**config.mk**
```make
export PLATFORM = sky130hd
export DESIGN_NAME = dmem_arbiter_flat
export DESIGN_NICKNAME = d
export VERILOG_FILES = /design/src/rtl/dmem_arbiter_if.sv /design/src/rtl/dmem_arbiter.sv /design/src/flat_wrapper.sv
export SDC_FILE = /design/constraint.sdc
export NUM_CORES = 1
export LEC_CHECK = 0
export ABC_AREA = 1
export CORE_MARGIN = 2
export CORE_UTILIZATION = 38
export CTS_CLUSTER_DIAMETER = 50
export DETAILED_ROUTE_END_ITERATION = 7
export PLACE_DENSITY_LB_ADDON = 0.12
export SLEW_MARGIN = 20
export SYNTH_ARGS = -nofsm -noshare
export SYNTH_HDL_FRONTEND = slang
export SYNTH_SLANG_ARGS = --single-unit
```
**constraint.sdc**
```tcl
create_clock -name clk -period 1.6 [get_ports clk]
set_clock_uncertainty 0.05 [all_clocks]
set_input_delay 0.32 -clock clk [delete_from_list [all_inputs] [get_ports clk]]
set_output_delay 0.32 -clock clk [all_outputs]
set_load 0.02 [all_outputs]
```
**src/rtl/dmem_arbiter_if.sv**
```systemverilog
// ---------------------------------------------------------------------------
// dmem_arbiter_if
// Bundle of the two requester ports and the single data-memory port that
// dmem_arbiter sits between.
//   m0_* / m1_*   : requester side (req, we, addr, wdata, sign_mask in;
//                   ack, rdata out of the arbiter)
//   mem_*         : memory side (addr, write_data, sign_mask, memread,
//                   memwrite out of the arbiter; read_data in)
//   busy          : arbiter is somewhere other than IDLE
// Modports:
//   slave  : the arbiter's view
//   master : the view of whatever drives the requests and models memory
//
// Handshake: a requester raises req with we/addr/wdata/sign_mask stable and
// keeps them stable until its ack pulses for one cycle. Dropping req before
// ack does not cancel the transaction. The memory sees exactly one
// single-cycle memread or memwrite strobe per transaction and must present
// read_data a fixed RD_LAT cycles after the memread strobe cycle.
// ---------------------------------------------------------------------------
interface dmem_arbiter_if #(
  parameter int ADDR_W = 32,
  parameter int DATA_W = 32
);
  logic              m0_req;
  logic              m0_we;
  logic [ADDR_W-1:0] m0_addr;
  logic [DATA_W-1:0] m0_wdata;
  logic [3:0]        m0_sign_mask;
  logic              m0_ack;
  logic [DATA_W-1:0] m0_rdata;

  logic              m1_req;
  logic              m1_we;
  logic [ADDR_W-1:0] m1_addr;
  logic [DATA_W-1:0] m1_wdata;
  logic [3:0]        m1_sign_mask;
  logic              m1_ack;
  logic [DATA_W-1:0] m1_rdata;

  logic [ADDR_W-1:0] mem_addr;
  logic [DATA_W-1:0] mem_write_data;
  logic [3:0]        mem_sign_mask;
  logic              mem_memread;
  logic              mem_memwrite;
  logic [DATA_W-1:0] mem_read_data;

  logic              busy;

  modport slave (
    input  m0_req, m0_we, m0_addr, m0_wdata, m0_sign_mask,
    input  m1_req, m1_we, m1_addr, m1_wdata, m1_sign_mask,
    input  mem_read_data,
    output m0_ack, m0_rdata, m1_ack, m1_rdata,
    output mem_addr, mem_write_data, mem_sign_mask, mem_memread, mem_memwrite,
    output busy
  );

  modport master (
    output m0_req, m0_we, m0_addr, m0_wdata, m0_sign_mask,
    output m1_req, m1_we, m1_addr, m1_wdata, m1_sign_mask,
    output mem_read_data,
    input  m0_ack, m0_rdata, m1_ack, m1_rdata,
    input  mem_addr, mem_write_data, mem_sign_mask, mem_memread, mem_memwrite,
    input  busy
  );
endinterface

```
**src/rtl/dmem_arbiter.sv**
```systemverilog
// ---------------------------------------------------------------------------
// dmem_arbiter
// Two-requester arbiter/sequencer for the single data-memory port.
// Port 0 is the core load/store unit, port 1 the secondary master.
// Each transaction: IDLE (arbitrate, latch winner) -> ISSUE (one strobe)
// -> WAIT (loads only, RD_LAT cycles of memory latency) -> RESP (one-cycle
// ack to the winner). Load data is registered into the winner's rdata.
//
// Parameters: ADDR_W, DATA_W, RD_LAT (memory read latency, 1..15).
// Ports:
//   clk, rst_n  : clock, asynchronous active-low reset
//   bus         : dmem_arbiter_if.slave (requester and memory signals)
//   dbg_state   : current FSM state (0 IDLE, 1 ISSUE, 2 WAIT, 3 RESP)
//
// Build option: define DMEM_ARB_ROUND_ROBIN_EN to break ties in favour of
// the port not granted last; otherwise port 0 always wins a tie.
// ---------------------------------------------------------------------------
module dmem_arbiter #(
  parameter int ADDR_W = 32,
  parameter int DATA_W = 32,
  parameter int RD_LAT = 2
) (
  input  logic            clk,
  input  logic            rst_n,
  dmem_arbiter_if.slave   bus,
  output logic [1:0]      dbg_state
);

  typedef enum logic [1:0] {
    IDLE  = 2'd0,
    ISSUE = 2'd1,
    WAIT  = 2'd2,
    RESP  = 2'd3
  } state_t;

  // RD_LAT is limited to 1..15 so the 4-bit counter never wraps.
  localparam logic [3:0] CNT_INIT = 4'(RD_LAT - 1);

  state_t            state_q, state_d;
  logic              gnt_q;      // port owning the current/last transaction
  logic              we_q;       // latched direction of the current transaction
  logic [3:0]        cnt_q;      // read-latency countdown
  logic              mask_q;     // high in the IDLE cycle right after RESP
  logic              busy_q;
`ifdef DMEM_ARB_ROUND_ROBIN_EN
  logic              last_q;     // port granted most recently
`endif

  logic              req0_eff, req1_eff;
  logic              win;
  logic              sel_we;
  logic [ADDR_W-1:0] sel_addr;
  logic [DATA_W-1:0] sel_wdata;
  logic [3:0]        sel_mask;

  assign dbg_state = state_q;
  assign bus.busy  = busy_q;

  // Arbitration and next state. The just-served port is ignored for one
  // IDLE cycle so a requester that drops req a cycle after ack is not
  // served twice.
  always_comb begin
    req0_eff = bus.m0_req && !(mask_q && !gnt_q);
    req1_eff = bus.m1_req && !(mask_q &&  gnt_q);
`ifdef DMEM_ARB_ROUND_ROBIN_EN
    win = req1_eff && (!req0_eff || !last_q);
`else
    win = req1_eff && !req0_eff;
`endif
    sel_we    = win ? bus.m1_we        : bus.m0_we;
    sel_addr  = win ? bus.m1_addr      : bus.m0_addr;
    sel_wdata = win ? bus.m1_wdata     : bus.m0_wdata;
    sel_mask  = win ? bus.m1_sign_mask : bus.m0_sign_mask;

    state_d = state_q;
    unique case (state_q)
      IDLE:    if (req0_eff || req1_eff) state_d = ISSUE;
      ISSUE:   state_d = we_q ? RESP : WAIT;
      WAIT:    if (cnt_q == 4'd0) state_d = RESP;
      RESP:    state_d = IDLE;
      default: state_d = IDLE;
    endcase
  end

  always_ff @(posedge clk or negedge rst_n) begin
    if (!rst_n) begin
      state_q            <= IDLE;
      gnt_q              <= 1'b0;
      we_q               <= 1'b0;
      cnt_q              <= 4'd0;
      mask_q             <= 1'b0;
      busy_q             <= 1'b0;
`ifdef DMEM_ARB_ROUND_ROBIN_EN
      last_q             <= 1'b1;
`endif
      bus.mem_addr       <= '0;
      bus.mem_write_data <= '0;
      bus.mem_sign_mask  <= '0;
      bus.mem_memread    <= 1'b0;
      bus.mem_memwrite   <= 1'b0;
      bus.m0_ack         <= 1'b0;
      bus.m1_ack         <= 1'b0;
      bus.m0_rdata       <= '0;
      bus.m1_rdata       <= '0;
    end else begin
      state_q          <= state_d;
      mask_q           <= (state_q == RESP);
      busy_q           <= (state_d != IDLE);
      // Strobes and acks are single-cycle: default low, set below.
      bus.mem_memread  <= 1'b0;
      bus.mem_memwrite <= 1'b0;
      bus.m0_ack       <= 1'b0;
      bus.m1_ack       <= 1'b0;

      unique case (state_q)
        IDLE: begin
          if (state_d == ISSUE) begin
            gnt_q              <= win;
`ifdef DMEM_ARB_ROUND_ROBIN_EN
            last_q             <= win;
`endif
            we_q               <= sel_we;
            bus.mem_addr       <= sel_addr;
            bus.mem_write_data <= sel_wdata;
            bus.mem_sign_mask  <= sel_mask;
            bus.mem_memread    <= !sel_we;
            bus.mem_memwrite   <= sel_we;
          end
        end
        ISSUE: begin
          cnt_q <= CNT_INIT;
          // A store completes straight away: ack lands in RESP.
          if (we_q) begin
            bus.m0_ack <= !gnt_q;
            bus.m1_ack <=  gnt_q;
          end
        end
        WAIT: begin
          if (cnt_q == 4'd0) begin
            if (gnt_q) bus.m1_rdata <= bus.mem_read_data;
            else       bus.m0_rdata <= bus.mem_read_data;
            bus.m0_ack <= !gnt_q;
            bus.m1_ack <=  gnt_q;
          end else begin
            cnt_q <= cnt_q - 4'd1;
          end
        end
        RESP: begin
        end
        default: begin
        end
      endcase
    end
  end

endmodule
```
**src/flat_wrapper.sv**
```systemverilog
// flat-port wrapper written by rule: the top's interface ports become plain ports
module dmem_arbiter_flat 
#(
  parameter int ADDR_W = 32,
  parameter int DATA_W = 32,
  parameter int RD_LAT = 2
)
  (clk, rst_n, dbg_state, bus_m0_req, bus_m0_we, bus_m0_addr, bus_m0_wdata, bus_m0_sign_mask, bus_m1_req, bus_m1_we, bus_m1_addr, bus_m1_wdata, bus_m1_sign_mask, bus_mem_read_data, bus_m0_ack, bus_m0_rdata, bus_m1_ack, bus_m1_rdata, bus_mem_addr, bus_mem_write_data, bus_mem_sign_mask, bus_mem_memread, bus_mem_memwrite, bus_busy);
  dmem_arbiter_if #(.ADDR_W(ADDR_W), .DATA_W(DATA_W)) bus_i ();
  input  logic clk;
  input  logic rst_n;
  output logic [1:0] dbg_state;
  input wire logic [$bits(bus_i.m0_req)-1:0] bus_m0_req;
  input wire logic [$bits(bus_i.m0_we)-1:0] bus_m0_we;
  input wire logic [$bits(bus_i.m0_addr)-1:0] bus_m0_addr;
  input wire logic [$bits(bus_i.m0_wdata)-1:0] bus_m0_wdata;
  input wire logic [$bits(bus_i.m0_sign_mask)-1:0] bus_m0_sign_mask;
  input wire logic [$bits(bus_i.m1_req)-1:0] bus_m1_req;
  input wire logic [$bits(bus_i.m1_we)-1:0] bus_m1_we;
  input wire logic [$bits(bus_i.m1_addr)-1:0] bus_m1_addr;
  input wire logic [$bits(bus_i.m1_wdata)-1:0] bus_m1_wdata;
  input wire logic [$bits(bus_i.m1_sign_mask)-1:0] bus_m1_sign_mask;
  input wire logic [$bits(bus_i.mem_read_data)-1:0] bus_mem_read_data;
  output wire logic [$bits(bus_i.m0_ack)-1:0] bus_m0_ack;
  output wire logic [$bits(bus_i.m0_rdata)-1:0] bus_m0_rdata;
  output wire logic [$bits(bus_i.m1_ack)-1:0] bus_m1_ack;
  output wire logic [$bits(bus_i.m1_rdata)-1:0] bus_m1_rdata;
  output wire logic [$bits(bus_i.mem_addr)-1:0] bus_mem_addr;
  output wire logic [$bits(bus_i.mem_write_data)-1:0] bus_mem_write_data;
  output wire logic [$bits(bus_i.mem_sign_mask)-1:0] bus_mem_sign_mask;
  output wire logic [$bits(bus_i.mem_memread)-1:0] bus_mem_memread;
  output wire logic [$bits(bus_i.mem_memwrite)-1:0] bus_mem_memwrite;
  output wire logic [$bits(bus_i.busy)-1:0] bus_busy;
  assign bus_i.m0_req = bus_m0_req;
  assign bus_i.m0_we = bus_m0_we;
  assign bus_i.m0_addr = bus_m0_addr;
  assign bus_i.m0_wdata = bus_m0_wdata;
  assign bus_i.m0_sign_mask = bus_m0_sign_mask;
  assign bus_i.m1_req = bus_m1_req;
  assign bus_i.m1_we = bus_m1_we;
  assign bus_i.m1_addr = bus_m1_addr;
  assign bus_i.m1_wdata = bus_m1_wdata;
  assign bus_i.m1_sign_mask = bus_m1_sign_mask;
  assign bus_i.mem_read_data = bus_mem_read_data;
  assign bus_m0_ack = bus_i.m0_ack;
  assign bus_m0_rdata = bus_i.m0_rdata;
  assign bus_m1_ack = bus_i.m1_ack;
  assign bus_m1_rdata = bus_i.m1_rdata;
  assign bus_mem_addr = bus_i.mem_addr;
  assign bus_mem_write_data = bus_i.mem_write_data;
  assign bus_mem_sign_mask = bus_i.mem_sign_mask;
  assign bus_mem_memread = bus_i.mem_memread;
  assign bus_mem_memwrite = bus_i.mem_memwrite;
  assign bus_busy = bus_i.busy;
  dmem_arbiter #(.ADDR_W(ADDR_W), .DATA_W(DATA_W), .RD_LAT(RD_LAT)) u_core (.clk(clk), .rst_n(rst_n), .bus(bus_i), .dbg_state(dbg_state));
endmodule
```
==> results of run 1 <==
-- flip-flops by register name, indices dropped and copies added (netlist names) --
name                       cells
u_core.bus.busy                1
u_core.bus.m0_ack              1
u_core.bus.m0_rdata           32
u_core.bus.m1_ack              1
u_core.bus.m1_rdata           32
u_core.bus.mem_addr           32
u_core.bus.mem_memread         1
u_core.bus.mem_memwrite        1
u_core.bus.mem_sign_mask       4
u_core.bus.mem_write_data     32
u_core.cnt_q                   4
u_core.dbg_state               2
u_core.gnt_q                   1
u_core.mask_q                  1
u_core.we_q                    1
-- logic make-up (layout without fill, tap and decap cells) --
family	Yosys count	in the layout
flops	146	146
buf+inv	135	467
simple gates	438	439
compound gates	141	141
fa+ha+maj	6	6
xor+xnor	1	1
-- routing by layer --
layer  vias to the layer above  global-route usage  wire (microns)
li1                       3370                   -               -
met1                      3023               0.269            9140
met2                       241               0.360           10600
met3                        30              0.0857            1840
met4                         0              0.0795             466
met5                         -                   0               0
-- per-stage QoR --
step	hold WS, ns	setup TNS (ns)	utilization
2_1_floorplan	-0.0256	-0.381	-
3_3_place_gp	0.191	-7.54	0.587
3_5_place_dp	0.184	-9.76	0.587
4_1_cts	0.302	0	0.613
5_1_grt	0.312	-0.0499	0.626
6_report	0.314	0	0.626
-- layout make-up --
class | instances | area (sq um) | area share
flip-flops and latches | 146 | 3660 | 0.324
repair buffers | 357 | 3620 | 0.321
multi-input cells | 587 | 2800 | 0.248
clock buffers | 20 | 457 | 0.0405
inverters | 79 | 302 | 0.0267
well taps | 229 | 287 | 0.0254
clock inverters | 11 | 153 | 0.0135
-- cell usage after synthesis --
cell type	number	share of area
clkbuf_1	26	0.014
nand3b_1	69	0.074
buf_4	3	0.0032
o21ai_1	70	0.050
dfrtp_1	146	0.52
o31ai_1	2	0.0021
buf_2	18	0.013
inv_4	1	0.00089
o21bai_1	1	0.0011
nor2_1	10	0.0054
nand3_2	1	0.0014
xnor2_1	1	0.0013
inv_2	1	0.00054
o21ai_0	67	0.048
buf_6	8	0.013
ha_1	6	0.011
nand3_4	1	0.0025
nand2_4	1	0.0016
nand3_1	2	0.0014
buf_8	1	0.0021
inv_1	77	0.041
nand2_1	353	0.19
a21oi_1	1	0.00071
nand2_2	1	0.00089
-- worst paths after layout --
| kind | start | endpoint | slack [ns] | depth (start not counted) |
|---|---|---|---|---|
| setup / recovery | u_core.dbg_state[1]$_DFF_PN0_ | dbg_state[1] | 0.02 | 1 |
| hold / removal | rst_n | u_core.bus.mem_addr[16]$_DFFE_PN0P_ | 0.31 | 2 |
| setup reg to reg | u_core.dbg_state[1]$_DFF_PN0_ | u_core.bus.mem_addr[1]$_DFFE_PN0P_ | 0.08 | 8 |
| hold reg to reg | u_core.bus.m0_rdata[29]$_DFFE_PN0P_ | u_core.bus.m0_rdata[29]$_DFFE_PN0P_ | 0.42 | 2 |
| max in group asynchronous | rst_n | u_core.bus.mem_write_data[25]$_DFFE_PN0P_ | 0.65 | 3 |
| min in group clk | bus_mem_read_data[27] | u_core.bus.m1_rdata[27]$_DFFE_PN0P_ | 0.42 | 3 |
-- power groups by stage --
stage	combinational (mW)	sequential, mW	clock, mW
detailed placement	11.2	6.49	0
CTS	10.0	6.40	4.20
finish	10.7	6.39	4.10
global route	11.7	6.64	4.39
global placement	11.1	6.43	0
floorplan	3.78	8.53	0
-- what timing repair did --
item	4_1_cts	5_1_grt
endpoints found under the setup margin	168	124
gates cloned	0	7
hold buffers	1	0
setup buffers	0	2
pin swaps	0	1
endpoints found under the hold margin	27	0
resized for setup	149	37
==> metrics, run 1 <==
initial antenna violation count=0; clock network power share=0.194; Critical Path AT=1.21 ns; Final ANT Viol Nets=0; CP endpoint kind=output port; Final period util=0.986; initial core utilization=0.388; n_diodes=0; Root Buffer=clkbuf_16; peak supply drop=0.874 mV; Cell Area, Placed=10600 sq um; CP Cell Sequence=dlygate4sd2_1; Final Non-Filler Cells=1429; Placed Cells incl. Taps=1388; cell area after synthesis=7000 sq um; overall power=21.2 mW; unrepaired setup endpoints after global routing=true; Max Cap Violations=0; Synth Net Count=1047; commonest non-fill, non-tap cell in the layout=nand2_1; Fillers=1642; f_max=0.634 GHz; detailed-route via count=6664; first-pass GRT wire length=34.6 mm; vias in the first global route=6594; Slew headroom=0.741; multiplexer share of the synthesized area=0; Logic pwr share=0.505; final setup violation count=0; wire length per cell=15.4 microns; Final Hold Vio Count=0; Pre-antenna DRT Iters=4; gr ovfl total=0; Mapped Cells=867; sw frac=0.418; DRC viols=0; maximum fanout along the worst path=4; most frequent cells in the layout=nand2_1 (350), clkdlybuf4s50_1 (172), dfrtp_1 (144); internal power=12.3 mW; Slew Viols, Final=0; Buf/Inv on CP=1; dpl ws=-0.183 ns; number of synthesis warnings=0; fraction of layout cells with a size suffix above 1=0.0808; synthesized-area fraction occupied by adder cells=0.0107; leak pwr=5.73 nW; status=completed; clock buffer depth=2; total track usage=0.222; Site Rows=49; Synth Register Bits=146; P_sw=8.86 mW; synth-to-layout area growth=61.1%; CTS clk-pin slew, worst paths=0.06 ns; Sequential Power Share=0.302; Die Area=19500 sq um; largest net degree at the start of global routing=63; PwrDens=1880 nW/um^2; # IOs=313; register area share after synthesis=0.522; Crit path max-delay family=flip-flops; final WL=22.1 mm; final setup margin=0.0229 ns; Clock Latency Late Sink=0.41 ns; Crit path largest cell delay=0.44 ns; Layout Cell Area excl Fill=11300 sq um; CTS tree=yes; syn avg cell area=8.07 sq um; NumNets Final=1368; Worst Tran Pin Value=0.388 ns; WS Path Type=reg -> out; CP startpoint kind=register; HPWL after DPL=15.4 mm; minimum clock period=1.58 ns; H-tree depth=4; Core ar.=18000 sq um; xor and xnor area share after synthesis=0.00125; Die W=140 microns; gpl congestion=0.815; number of clock sinks=146; Port Buf Inserts=312; DR vias/cell=4.66; Die Ht=140 microns; initial DRC count=256; Cell variety after synth=24; Compound-Gate Fraction of Synth Area=0.102; slowest CP cell=dfrtp_2; main combinational cell family by area after synthesis=simple AND/OR/NAND/NOR gates; CTS Buf Count=17; Post-Synth Simple-Gate Area=0.276; worst path required time=1.23 ns; worst hold path class=in -> async
(Power assumes the default switching activity.)
==> run 2: changes to the inputs <==
--- a/config.mk
+++ b/config.mk
@@ -7,8 +7,10 @@
 export LEC_CHECK = 0
 export ABC_AREA = 1
+export CORE_ASPECT_RATIO = 0.7
 export CORE_MARGIN = 2
 export CORE_UTILIZATION = 38
 export CTS_CLUSTER_DIAMETER = 50
 export DETAILED_ROUTE_END_ITERATION = 7
+export GPL_ROUTABILITY_DRIVEN = 0
 export PLACE_DENSITY_LB_ADDON = 0.12
 export SLEW_MARGIN = 20
==> constraint.sdc (replaced) <==
create_clock -name clk -period 1.6 [get_ports clk]
set_clock_uncertainty 0.05 [all_clocks]
set_input_delay 0.4 -clock clk [delete_from_list [all_inputs] [get_ports clk]]
set_output_delay 0.4 -clock clk [all_outputs]
set_load 0.02 [all_outputs]
==> run 2 against run 1 <==
  * The flow now finishes with violations (negative setup slack)
  * Sequential share of layout area is 1.6 points lower
  * First-iteration DRC count up 88%
  * Fmax down 2.3%
  * Die area hardly changed
  * Power up 9.6%
  * Hold slack gained 0.066 ns
  * Via count increased by 5.9%
  * Register-to-register slack worse by 0.09 ns
  * Critical path type is now reg -> reg
==> metrics, run 2 (synthesized netlist as in run 1, its figures left out) <==
Worst Tran Pin Value=0.339 ns (was 0.388 ns); peak supply drop=0.999 mV (was 0.874 mV); CTS clk-pin slew, worst paths=0.07 ns (was 0.06 ns); commonest non-fill, non-tap cell in the layout=nand2_1 (unchanged); cell count of the worst reg-to-reg path=9 (was 8); initial antenna violation count=0 (unchanged); synth-to-layout area growth=69.7% (was 61.1%); Slew Viols, Final=0 (unchanged); Root Buffer=clkbuf_16 (unchanged); overall power=23.2 mW (was 21.2 mW); Die Area=19500 sq um (about the same); DRC viols=0 (unchanged); status=finished with violations (was completed); CP startpoint kind=register (unchanged); initial core utilization=0.388 (about the same); n_diodes=0 (unchanged); Layout Cell Area excl Fill=11900 sq um (was 11300 sq um); Max Cap Violations=0 (unchanged); fraction of layout cells with a size suffix above 1=0.183 (was 0.0808); gr ovfl total=0 (unchanged); most frequent cells in the layout=nand2_1 (309), clkdlybuf4s50_1 (172), dfrtp_1 (143) (was nand2_1 (350), clkdlybuf4s50_1 (172), dfrtp_1 (144)); Clock Latency Late Sink=0.42 ns (was 0.41 ns); Cell Area, Placed=10500 sq um (was 10600 sq um); Placed Cells incl. Taps=1388 (unchanged); Die Ht=118 microns (was 140 microns); # IOs=313 (unchanged); total track usage=0.224 (was 0.222); Critical Path AT=1.87 ns (was 1.21 ns); Multi-input gate area=3060 sq um (was 2800 sq um); Pre-antenna DRT Iters=5 (was 4); CTS Buf Count=17 (unchanged); CP endpoint kind=register (was output port); largest net degree at the start of global routing=70 (was 63); f_max=0.619 GHz (was 0.634 GHz); minimum clock period=1.61 ns (was 1.58 ns); maximum fanout along the worst path=9 (was 4); leak pwr=5.83 nW (was 5.73 nW); capture point of the worst reg-to-reg path=u_core.we_q$_DFFE_PN0P_ (was u_core.bus.mem_addr[1]$_DFFE_PN0P_); initial DRC count=480 (was 256); NumNets Final=1387 (was 1368); Fillers=1570 (was 1642); H-tree depth=4 (unchanged); FF-to-FF setup slack=-0.01 ns (was 0.08 ns); failing checks=negative setup slack; HPWL after DPL=15.6 mm (was 15.4 mm); Port Buf Inserts=312 (unchanged); Reg area=3660 sq um (about the same); Setup TNS Final=-0.0357 ns (was 0 ns); vias in the first global route=6350 (was 6594); Final Hold Vio Count=0 (unchanged); DR vias/cell=4.84 (was 4.66); detailed-route via count=7054 (was 6664); PwrDens=1960 nW/um^2 (was 1880 nW/um^2); final setup violation count=5 (was 0); Final ANT Viol Nets=0 (unchanged); WS Path Type=reg -> reg (was reg -> out); number of clock sinks=146 (unchanged); final WL=25.0 mm (was 22.1 mm); Final period util=1.01 (was 0.986); Slew headroom=0.774 (was 0.741); final core occ=0.658 (was 0.626); final setup margin=-0.0146 ns (was 0.0229 ns); worst hold path class=in -> async (unchanged); clock buffer depth=2 (unchanged); dpl ws=-0.246 ns (was -0.183 ns); Die W=166 microns (was 140 microns); Final Non-Filler Cells=1456 (was 1429); CTS tree=yes (unchanged); Core ar.=18100 sq um (was 18000 sq um); WHS=0.381 ns (was 0.314 ns); wire length per cell=17.2 microns (was 15.4 microns); first-pass GRT wire length=34.9 mm (was 34.6 mm); unrepaired setup endpoints after global routing=true (unchanged); Site Rows=41 (was 49); worst path required time=1.86 ns (was 1.23 ns); RR Startpoint=u_core.dbg_state[0]$_DFF_PN0_ (was u_core.dbg_state[1]$_DFF_PN0_)
## run 2: cell types whose count changed in the layout (fill, tap and decap cells not counted), sizes merged
| cell | change |
|---|---|
| buf | +10 |
| clkbuf | +42 |
| clkdlybuf4s15 | +90 |
| clkinv | +1 |
| dlygate4sd2 | -124 |
| inv | +1 |
## run 2: worst max path at each step
stage	startpoint	endpoint	slack (ns)	cells after the start
2_1_floorplan	u_core.dbg_state[0]$_DFF_PN0_	u_core.bus.m1_rdata[10]$_DFFE_PN0P_	-0.01	9
3_3_place_gp	bus_m1_req	u_core.we_q$_DFFE_PN0P_	-0.22	7
3_5_place_dp	bus_m1_req	u_core.we_q$_DFFE_PN0P_	-0.25	7
4_1_cts	u_core.bus.m1_rdata[5]$_DFFE_PN0P_	bus_m1_rdata[5]	0.00005	1
5_1_grt	u_core.dbg_state[0]$_DFF_PN0_	u_core.bus.m0_rdata[8]$_DFFE_PN0P_	-0.07	9
6_report	u_core.dbg_state[0]$_DFF_PN0_	u_core.we_q$_DFFE_PN0P_	-0.01	9
## run 2: cell type report
| type | instances | area share |
|---|---|---|
| tap | 236 | 0.0249 |
| sequential | 146 | 0.308 |
| timing repair buffer | 376 | 0.333 |
| clock buffer | 19 | 0.0364 |
| inverter | 79 | 0.0256 |
| multi-input combinational | 587 | 0.257 |
| clock inverter | 13 | 0.0148 |
## run 2: per-layer routing
layer,share of wire,wire length (microns),global-route usage
met5,0,0,0
met4,0.013,314,0.0571
met1,0.45,11200,0.304
met3,0.080,2000,0.0743
met2,0.46,11500,0.349
## run 2: what timing repair did
item	4_1_cts	5_1_grt
gates cloned	0	24
hold buffers	1	0
buffers inserted	0	11
setup endpoints to repair	195	250
pin swaps	0	6
endpoints found under the hold margin	25	0
gates resized for setup	182	251
## run 2: worst max-delay path: stages (launching register included)
cell       delay (ns)
dfrtp_2          0.43
inv_4            0.09
buf_12           0.10
ha_4             0.19
inv_4            0.06
nand3_4          0.09
clkbuf_16        0.20
clkbuf_16        0.18
nand2_1          0.05
o21ai_1          0.06
## run 2: power by group
| group | switching [mW] | internal (mW) | total (mW) |
|---|---|---|---|
| sequential | 1.06 | 5.53 | 6.59 |
| combinational | 7.12 | 5.33 | 12.4 |
| clock | 1.71 | 2.49 | 4.20 |
| total | 9.89 | 13.3 | 23.2 |
